$ cat src/rtl/hiscore_ram_arbiter.sv
// Lends the single-port game RAM to the hiscore engine: pause the core, let the bus settle, serve byte accesses, release after an idle hold-off.
// Optional pause-length watchdog: define HISCORE_ARB_WATCHDOG_EN.
module hiscore_ram_arbiter #(
  parameter int          AW        = 10,
  parameter int          SETTLE    = 4,
  parameter int          RD_LAT    = 1,
  parameter int          IDLE_HOLD = 8,
  parameter logic [15:0] WD_LIMIT  = 16'hFFFF
) (
  input  logic          clk,
  input  logic          reset_n,
  input  logic [AW-1:0] cpu_addr,
  input  logic [7:0]    cpu_din,
  input  logic          cpu_we,
  output logic [7:0]    cpu_dout,
  input  logic          hs_req,
  input  logic          hs_we,
  input  logic [AW-1:0] hs_addr,
  input  logic [7:0]    hs_wdata,
  output logic          hs_ack,
  output logic [7:0]    hs_rdata,
  output logic [AW-1:0] ram_addr,
  output logic [7:0]    ram_din,
  output logic          ram_we,
  input  logic [7:0]    ram_dout,
  output logic          pause_cpu,
  output logic          busy,
  output logic          wd_error
);

  typedef enum logic [2:0] {
    S_IDLE, S_PAUSE, S_GRANT, S_ACCESS, S_ACK, S_RELEASE
  } state_t;

  localparam logic [7:0] SETTLE_LD = 8'(SETTLE - 1);
  localparam logic [7:0] RD_LD     = 8'(RD_LAT - 1);
  localparam logic [7:0] IDLE_LD   = 8'(IDLE_HOLD - 1);

  state_t        state, state_nx;
  logic [7:0]    cnt, cnt_nx;
  logic          sel_hs;
  logic          paused;
  logic          req_ok;
  logic          wd_trip;
  logic          wr_first;
  logic          rd_done;
  logic [AW-1:0] addr_l;
  logic [7:0]    wdata_l;
  logic          we_l;
  logic [7:0]    rdata_q;

  assign paused = (state == S_PAUSE) || (state == S_GRANT) ||
                  (state == S_ACCESS) || (state == S_ACK);

`ifdef HISCORE_ARB_WATCHDOG_EN
  logic [15:0] wd_cnt;
  logic        wd_err_q;
  logic        wd_block;

  // After a watchdog release the request must be seen low once before it is honoured again.
  always_ff @(posedge clk or negedge reset_n) begin
    if (!reset_n) begin
      wd_cnt   <= '0;
      wd_err_q <= 1'b0;
      wd_block <= 1'b0;
    end else begin
      wd_cnt <= paused ? wd_cnt + 16'd1 : '0;
      if (wd_trip) begin
        wd_err_q <= 1'b1;
        wd_block <= 1'b1;
      end else if (!hs_req) begin
        wd_block <= 1'b0;
      end
    end
  end

  assign wd_trip  = paused && (wd_cnt == WD_LIMIT - 16'd1);
  assign wd_error = wd_err_q;
  assign req_ok   = hs_req && !wd_block;
`else
  assign wd_trip  = 1'b0;
  assign wd_error = 1'b0;
  assign req_ok   = hs_req;
`endif

  always_ff @(posedge clk or negedge reset_n) begin
    if (!reset_n) begin
      state   <= S_IDLE;
      cnt     <= '0;
      sel_hs  <= 1'b0;
      rdata_q <= '0;
    end else begin
      state  <= state_nx;
      cnt    <= cnt_nx;
      sel_hs <= (state_nx == S_GRANT) || (state_nx == S_ACCESS) || (state_nx == S_ACK);
      if (rd_done) rdata_q <= ram_dout;
    end
  end

  always_ff @(posedge clk) begin
    if (state == S_GRANT && req_ok) begin
      addr_l  <= hs_addr;
      wdata_l <= hs_wdata;
      we_l    <= hs_we;
    end
  end

  // One shared down-counter: settle time, read latency, then idle hold-off.
  always_comb begin
    state_nx = state;
    cnt_nx   = cnt;
    case (state)
      S_IDLE: begin
        if (req_ok) begin
          state_nx = S_PAUSE;
          cnt_nx   = SETTLE_LD;
        end
      end
      S_PAUSE: begin
        if (cnt == 8'd0) state_nx = S_GRANT;
        else             cnt_nx   = cnt - 8'd1;
      end
      S_GRANT: begin
        if (req_ok) begin
          state_nx = S_ACCESS;
          cnt_nx   = RD_LD;
        end else if (cnt == 8'd0) begin
          state_nx = S_RELEASE;
        end else begin
          cnt_nx = cnt - 8'd1;
        end
      end
      S_ACCESS: begin
        if (cnt == 8'd0) state_nx = S_ACK;
        else             cnt_nx   = cnt - 8'd1;
      end
      S_ACK: begin
        state_nx = S_GRANT;
        cnt_nx   = IDLE_LD;
      end
      S_RELEASE: state_nx = S_IDLE;
      default:   state_nx = S_IDLE;
    endcase
    if (wd_trip) state_nx = S_RELEASE;
  end

  always_comb begin
    pause_cpu = paused;
    busy      = (state != S_IDLE);
    hs_ack    = 1'b0;
    wr_first  = 1'b0;
    rd_done   = 1'b0;
    case (state)
      S_ACCESS: wr_first = we_l && (cnt == RD_LD);
      S_ACK: begin
        hs_ack  = !wd_trip;
        rd_done = !we_l && !wd_trip;
      end
      default: ;
    endcase
  end

  // Read data is presented straight from the RAM during the ack cycle, then held.
  assign hs_rdata = rd_done ? ram_dout : rdata_q;
  assign cpu_dout = ram_dout;
  assign ram_addr = sel_hs ? addr_l   : cpu_addr;
  assign ram_din  = sel_hs ? wdata_l  : cpu_din;
  assign ram_we   = sel_hs ? wr_first : cpu_we;

endmodule

$ cat config.mk
export PLATFORM = sky130hd
export DESIGN_NAME = hiscore_ram_arbiter
export DESIGN_NICKNAME = d
export VERILOG_FILES = /design/src/rtl/hiscore_ram_arbiter.sv
export SDC_FILE = /design/constraint.sdc
export NUM_CORES = 1
export LEC_CHECK = 0
export BUFFER_PORTS_ARGS = -buffer_cell sky130_fd_sc_hd__buf_2
export CORE_MARGIN = 10
export CORE_UTILIZATION = 45
export CTS_BUF_LIST = sky130_fd_sc_hd__clkbuf_16
export CTS_CLUSTER_DIAMETER = 60
export CTS_CLUSTER_SIZE = 40
export DETAILED_ROUTE_END_ITERATION = 10
export PLACE_DENSITY_LB_ADDON = 0.05
export SLEW_MARGIN = 0
export SYNTH_ARGS = -nofsm -noshare
export SYNTH_HDL_FRONTEND = slang
export SYNTH_SLANG_ARGS = --single-unit
$ cat constraint.sdc
create_clock -name clk -period 5 [get_ports clk]
set_clock_uncertainty 0.15 [all_clocks]
set_input_delay 1.5 -clock clk [delete_from_list [all_inputs] [get_ports clk]]
set_output_delay 1.5 -clock clk [all_outputs]
set_load 0.02 [all_outputs]
=== After elaboration in Yosys (flattened, before gate mapping) ===
Cells that the tools add are included.

* Equality and inequality tests: 8
* Mux-type cells: 17
* Add/sub/neg operators: 1
* Reductions and logical operators: 14

{| class="wikitable"
|+ Operators with widths
! cell !! count
|-
| 8-bit two-way mux || 5
|-
| 8-bit one-hot mux with 4 select lines || 1
|-
| 3-bit two-way mux || 5
|-
| 3-bit one-hot mux with 5 select lines || 1
|-
| 3-bit by 2-bit equality test with 1-bit output (second input constant) || 4
|-
| 10-bit two-way mux || 1
|-
| 8-bit logical NOT || 1
|-
| 8-bit by 1-bit subtractor with 8-bit output (second input constant) || 1
|-
| 3-bit equality test (second input constant) || 2
|-
| 1-bit logical OR || 5
|-
| 1-bit two-way mux || 4
|-
| 4-bit nonzero test || 1
|-
| 3-bit by 1-bit equality test with 1-bit output (second input constant) || 1
|-
| 3-bit logical NOT || 1
|-
| 3-bit nonzero test || 1
|-
| 1-bit logical AND || 2
|-
| 2-bit != test (second input constant) || 1
|-
| 2-bit AND reduction || 1
|-
| 2-bit OR reduction || 1
|-
| 1-bit logical NOT || 1
|}

* Register bits after elaboration: 39
* Bits of input ports: 49
* Output and inout bits: 39
* Word-level logic and storage cells: 47

=== Longest topological paths before layout ===
* Word-level depth: 7
* Gate-level depth with buffers: 6
* Mapped depth without buffers: 6

=== Least setup slack after synthesis ===
Ideal clock, no wire load.

* Path kind: input-to-output
* From: input cpu_we
* To: output ram_we
* Data arrival time: 1.880 ns
* Buffers on the path: 0
* Stages: 2
* Setup slack: 1.470 ns
* Data required time: 3.350 ns
* Cell sequence: inv_1 -> o22ai_1

* Word-level cells in the longest chain between the ends: 1

{| class="wikitable"
|+ RTL lines
! item !! line !! RTL
|-
| from (decl) || 14 || <nowiki>input logic cpu_we,</nowiki>
|-
| 1-bit two-way mux || 168 || <nowiki>assign ram_we = sel_hs ? wr_first : cpu_we;</nowiki>
|-
| to (decl) || 24 || <nowiki>output logic ram_we,</nowiki>
|}

Every way passes these cells.

=== Worst setup path in the final report ===
* From: register state[0]
* To: output hs_rdata[1]

* Word-level cells in the longest chain between the ends: 3

{| class="wikitable"
|+ RTL lines
! item !! line !! RTL
|-
| from (decl) || 39 || <nowiki>state_t state, state_nx;</nowiki>
|-
| from (signal assigned) || 93 || <nowiki>state <= state_nx;</nowiki>
|-
| 3-bit equality test || 153 || <nowiki>case (state)</nowiki>
|-
| 1-bit two-way mux || 153 ||
|-
| 8-bit two-way mux || 164 || <nowiki>assign hs_rdata = rd_done ? ram_dout : rdata_q;</nowiki>
|-
| to (decl) || 21 || <nowiki>output logic [7:0] hs_rdata,</nowiki>
|}

Every way passes these cells.

==> results summary <==
The HPWL after detailed placement came out at 3826 um. TritonCTS built the clock tree. The region available for standard cell placement spans 4086 um^2. The total wire length came out at 4825 um. The placement row count is 23. The number of max-cap violations came out at 0.

The final critical-path required period is 4.029 ns. Leaving out filler cells and counting taps, the final layout contains 284. The final clock period utilization by the worst path is 80.58%. The aggregate global routing overflow came out at 0.

The number of buffers created by CTS came out at 5. The share of Yosys cell area claimed by the top area cell type came out at 29.40%. When the netlist entered floorplanning its net count stood at 208.

The number of global-route vias before repair came out at 1482. Measured against its own limit, the worst slew margin works out to 49.43%. The largest fanout on the critical path is 9. VDD sags by at most 279.8 uV. The number of distinct standard cells referenced by the synthesized netlist is 41. By area the synthesized netlist is led by sky130_fd_sc_hd__edfxtp_1, sky130_fd_sc_hd__dfrtp_1, sky130_fd_sc_hd__mux2_2. The layout overhead on the synthesized area is 27.72%. The setup path with the least slack is of type flop to output port. STA classifies the critical path endpoint as an output port.

The effective utilization at floorplan is 47.49%. The number of endpoints with negative hold slack in the final report is 0. In the post-route analysis, the smallest setup slack over all paths is 0.9709 ns.

The chip width is 85.67 um. Static timing analysis puts the maximum clock frequency at 0.2482 GHz. Data arrives at the worst endpoint at 2.38 ns. The number of antenna repair diodes came out at 0. The overall routing resource usage is 12.56%. Setup repair after global routing left no endpoint under its margin. The pre-antenna-repair detailed-routing pass consisted of 4 iterations. The synthesized instance count is 157. The number of ports placed on the die boundary is 88. The worst setup slack after placement came out at 1.252 ns.

The clock-pin slew on the worst setup and hold paths came out at 0.06 ns. The clock passes through at most 2 buffers. For this run, the number of Yosys warnings is 0.

Summed over all instances, the cell type with the most area after synthesis is sky130_fd_sc_hd__edfxtp_1. The die is 85.67 um tall. The cell total after placement is 276. The actual transition at the worst max-transition pin is 0.7586 ns. The sequential element share of the synthesized area came out at 55.19%. The average detailed-routed wire length per instance came out at 16.99 um. The routed layout has 1499 vias. The die covers 7339 um^2.

After detailed routing, the number of vias per cell comes to 5.278. In the layout the commonest cells are sky130_fd_sc_hd__buf_2, sky130_fd_sc_hd__mux2_2, sky130_fd_sc_hd__dfrtp_1. The final number of setup-violating endpoints came out at 0. The register bit count reported by yosys came out at 39. The proportion of layout cells with a drive suffix above 1 is 52.56%. The number of instances resized during post-cts repair is 0. The run finished with clean final reports.

The clock tree synthesis step divided the H-tree into 2 levels. The max-slew violation count came out at 0. The number of DRC markers in iteration 0 came out at 79. The power density normalized to cell area is 516.2 nW/um^2. The number of routed nets with antenna violations is 0. The final net count came out at 284. The first global-routing pass estimated 7576 um of wire. For the final routed database, the setup TNS stands at 0 ns. The path class of the tightest hold or removal check is flop to flop. The end-of-flow core utilization came out at 60.66%.

Clock tree synthesis selected as its root buffer the cell sky130_fd_sc_hd__clkbuf_16. Leaving out fill and tap cells, the most frequent cell in the layout is sky130_fd_sc_hd__buf_2. In this run the post-CTS setup repair buffer count came out at 0. The post-synthesis cell area is 1941 um^2. The leakage power summed over all cells is 1.141 nW. Entering global routing, the biggest net connects 21 pins. The final RePlAce weighted congestion is 0.8679. The clock reaches the later pin of the worst-skew pair after 0.27 ns. For the worst setup path, the data required time is 3.35 ns.

The number of antenna violations at the first check in global routing came out at 0. The worst setup path is launched from a flop. The number of buffers added on ports came out at 86. The post-detailed-route DRC marker count is 0.

The total clock sinks came out at 39. The per-instance average area after synthesis is 12.36 um^2. The hold buffer count at CTS is 0.
==> cell usage after synthesis, drive strengths merged <==
library cell,n
mux2,26
dfrtp,20
edfxtp,19
buf,11
inv,8
nor2,8
clkbuf,7
nand2,5
a31oi,4
nand3,4
o211ai,4
a211oi,3
nand2b,3
nor2b,3
o221ai,3
a21oi,2
ha,2
o21ai,2
o22ai,2
o31a,2
o31ai,2
or3,2
a21boi,1
a2bb2oi,1
and3,1
conb,1
mux2i,1
nand3b,1
nand4,1
nor3,1
nor4,1
nor4b,1
o32a,1
o41ai,1
or4,1
or4b,1
xnor2,1
==> stage by stage <==
stage,cell area [um^2],hold slack (ns),total power (W)
global route,2479,0.3704,0.001361
detailed placement,2338,0.3357,0.0009886
CTS,2479,0.3491,0.001288
finish,2479,0.3418,0.001279
global placement,2338,0.3266,0.0009707
floorplan,1941,0.3090,0.0008503
==> layout make-up <==
| type | instances | area [um^2] |
|---|---|---|
| Timing Repair Buffer | 87 | 437.9 |
| Sequential cell | 39 | 1071 |
| Inverter | 8 | 30.03 |
| Clock buffer | 5 | 125.1 |
| Fill cell | 356 | 1608 |
| Clock inverter | 3 | 15.01 |
| Multi-Input combinational cell | 92 | 737.0 |
| Tap cell | 50 | 62.56 |
==> flip-flops by register name, indices dropped and copies added, names as in the netlist <==
| signal | flops |
|---|---|
| rdata_q | 8 |
| wdata_l | 8 |
| cnt | 8 |
| addr_l | 10 |
| sel_hs | 1 |
| state | 3 |
| we_l | 1 |
==> power by group <==
group | switching, W | internal, W | leakage [nW]
registers | 0.0000915 | 0.000403 | 0.427
clock network | 0.000116 | 0.000181 | 0.0649
logic | 0.000263 | 0.000225 | 0.649
==> layer usage <==
layer	vias up	wire length (um)	global-route usage (%)
met5	-	0	0
met4	0	70	3.293
met3	9	393	4.163
met2	65	2446	22.14
met1	700	1915	14.16
li1	725	-	-
==> critical path: stages (launching register included) <==
cell and delay, ns:
sky130_fd_sc_hd__dfrtp_1 0.46, sky130_fd_sc_hd__nor2_2 0.35, sky130_fd_sc_hd__nand2_1 0.15, sky130_fd_sc_hd__nor2_1 0.56, sky130_fd_sc_hd__mux2_2 0.42, sky130_fd_sc_hd__buf_2 0.16
==> final timing paths <==
check                                           from                   end  slack (ns)  cells past startpoint
worst max-delay path              state[0]$_DFF_PN0_           hs_rdata[1]        0.97                      5
worst min-delay path            rdata_q[7]$_DFF_PN0_  rdata_q[7]$_DFF_PN0_        0.34                      1
worst max register to register    cnt[4]$_DFFE_PN0P_    cnt[1]$_DFFE_PN0P_        2.64                      4
worst min register to register  rdata_q[7]$_DFF_PN0_  rdata_q[7]$_DFF_PN0_        0.34                      1
max in group asynchronous                    reset_n    state[2]$_DFF_PN0_        3.36                      1
min in group asynchronous                    reset_n  rdata_q[0]$_DFF_PN0_        1.03                      1
==> cells by family (layout without fill, tap and decap cells) <==
| kind of cell | after synthesis | in the layout | share of synthesized area [%] |
|---|---|---|---|
| AOI/OAI and AO/OA | 28 | 28 | 10.51 |
| xor gates and xnor gates | 1 | 1 | 0.4514 |
| adders and majority gates | 2 | 2 | 1.289 |
| buffers and inverters | 26 | 103 | 6.834 |
| DFF | 39 | 39 | 55.19 |
| muxes | 27 | 27 | 15.60 |
| other | 1 | 1 | 0.1932 |
| and+or+nand+nor | 33 | 33 | 9.930 |
(Power assumes the default switching activity.)
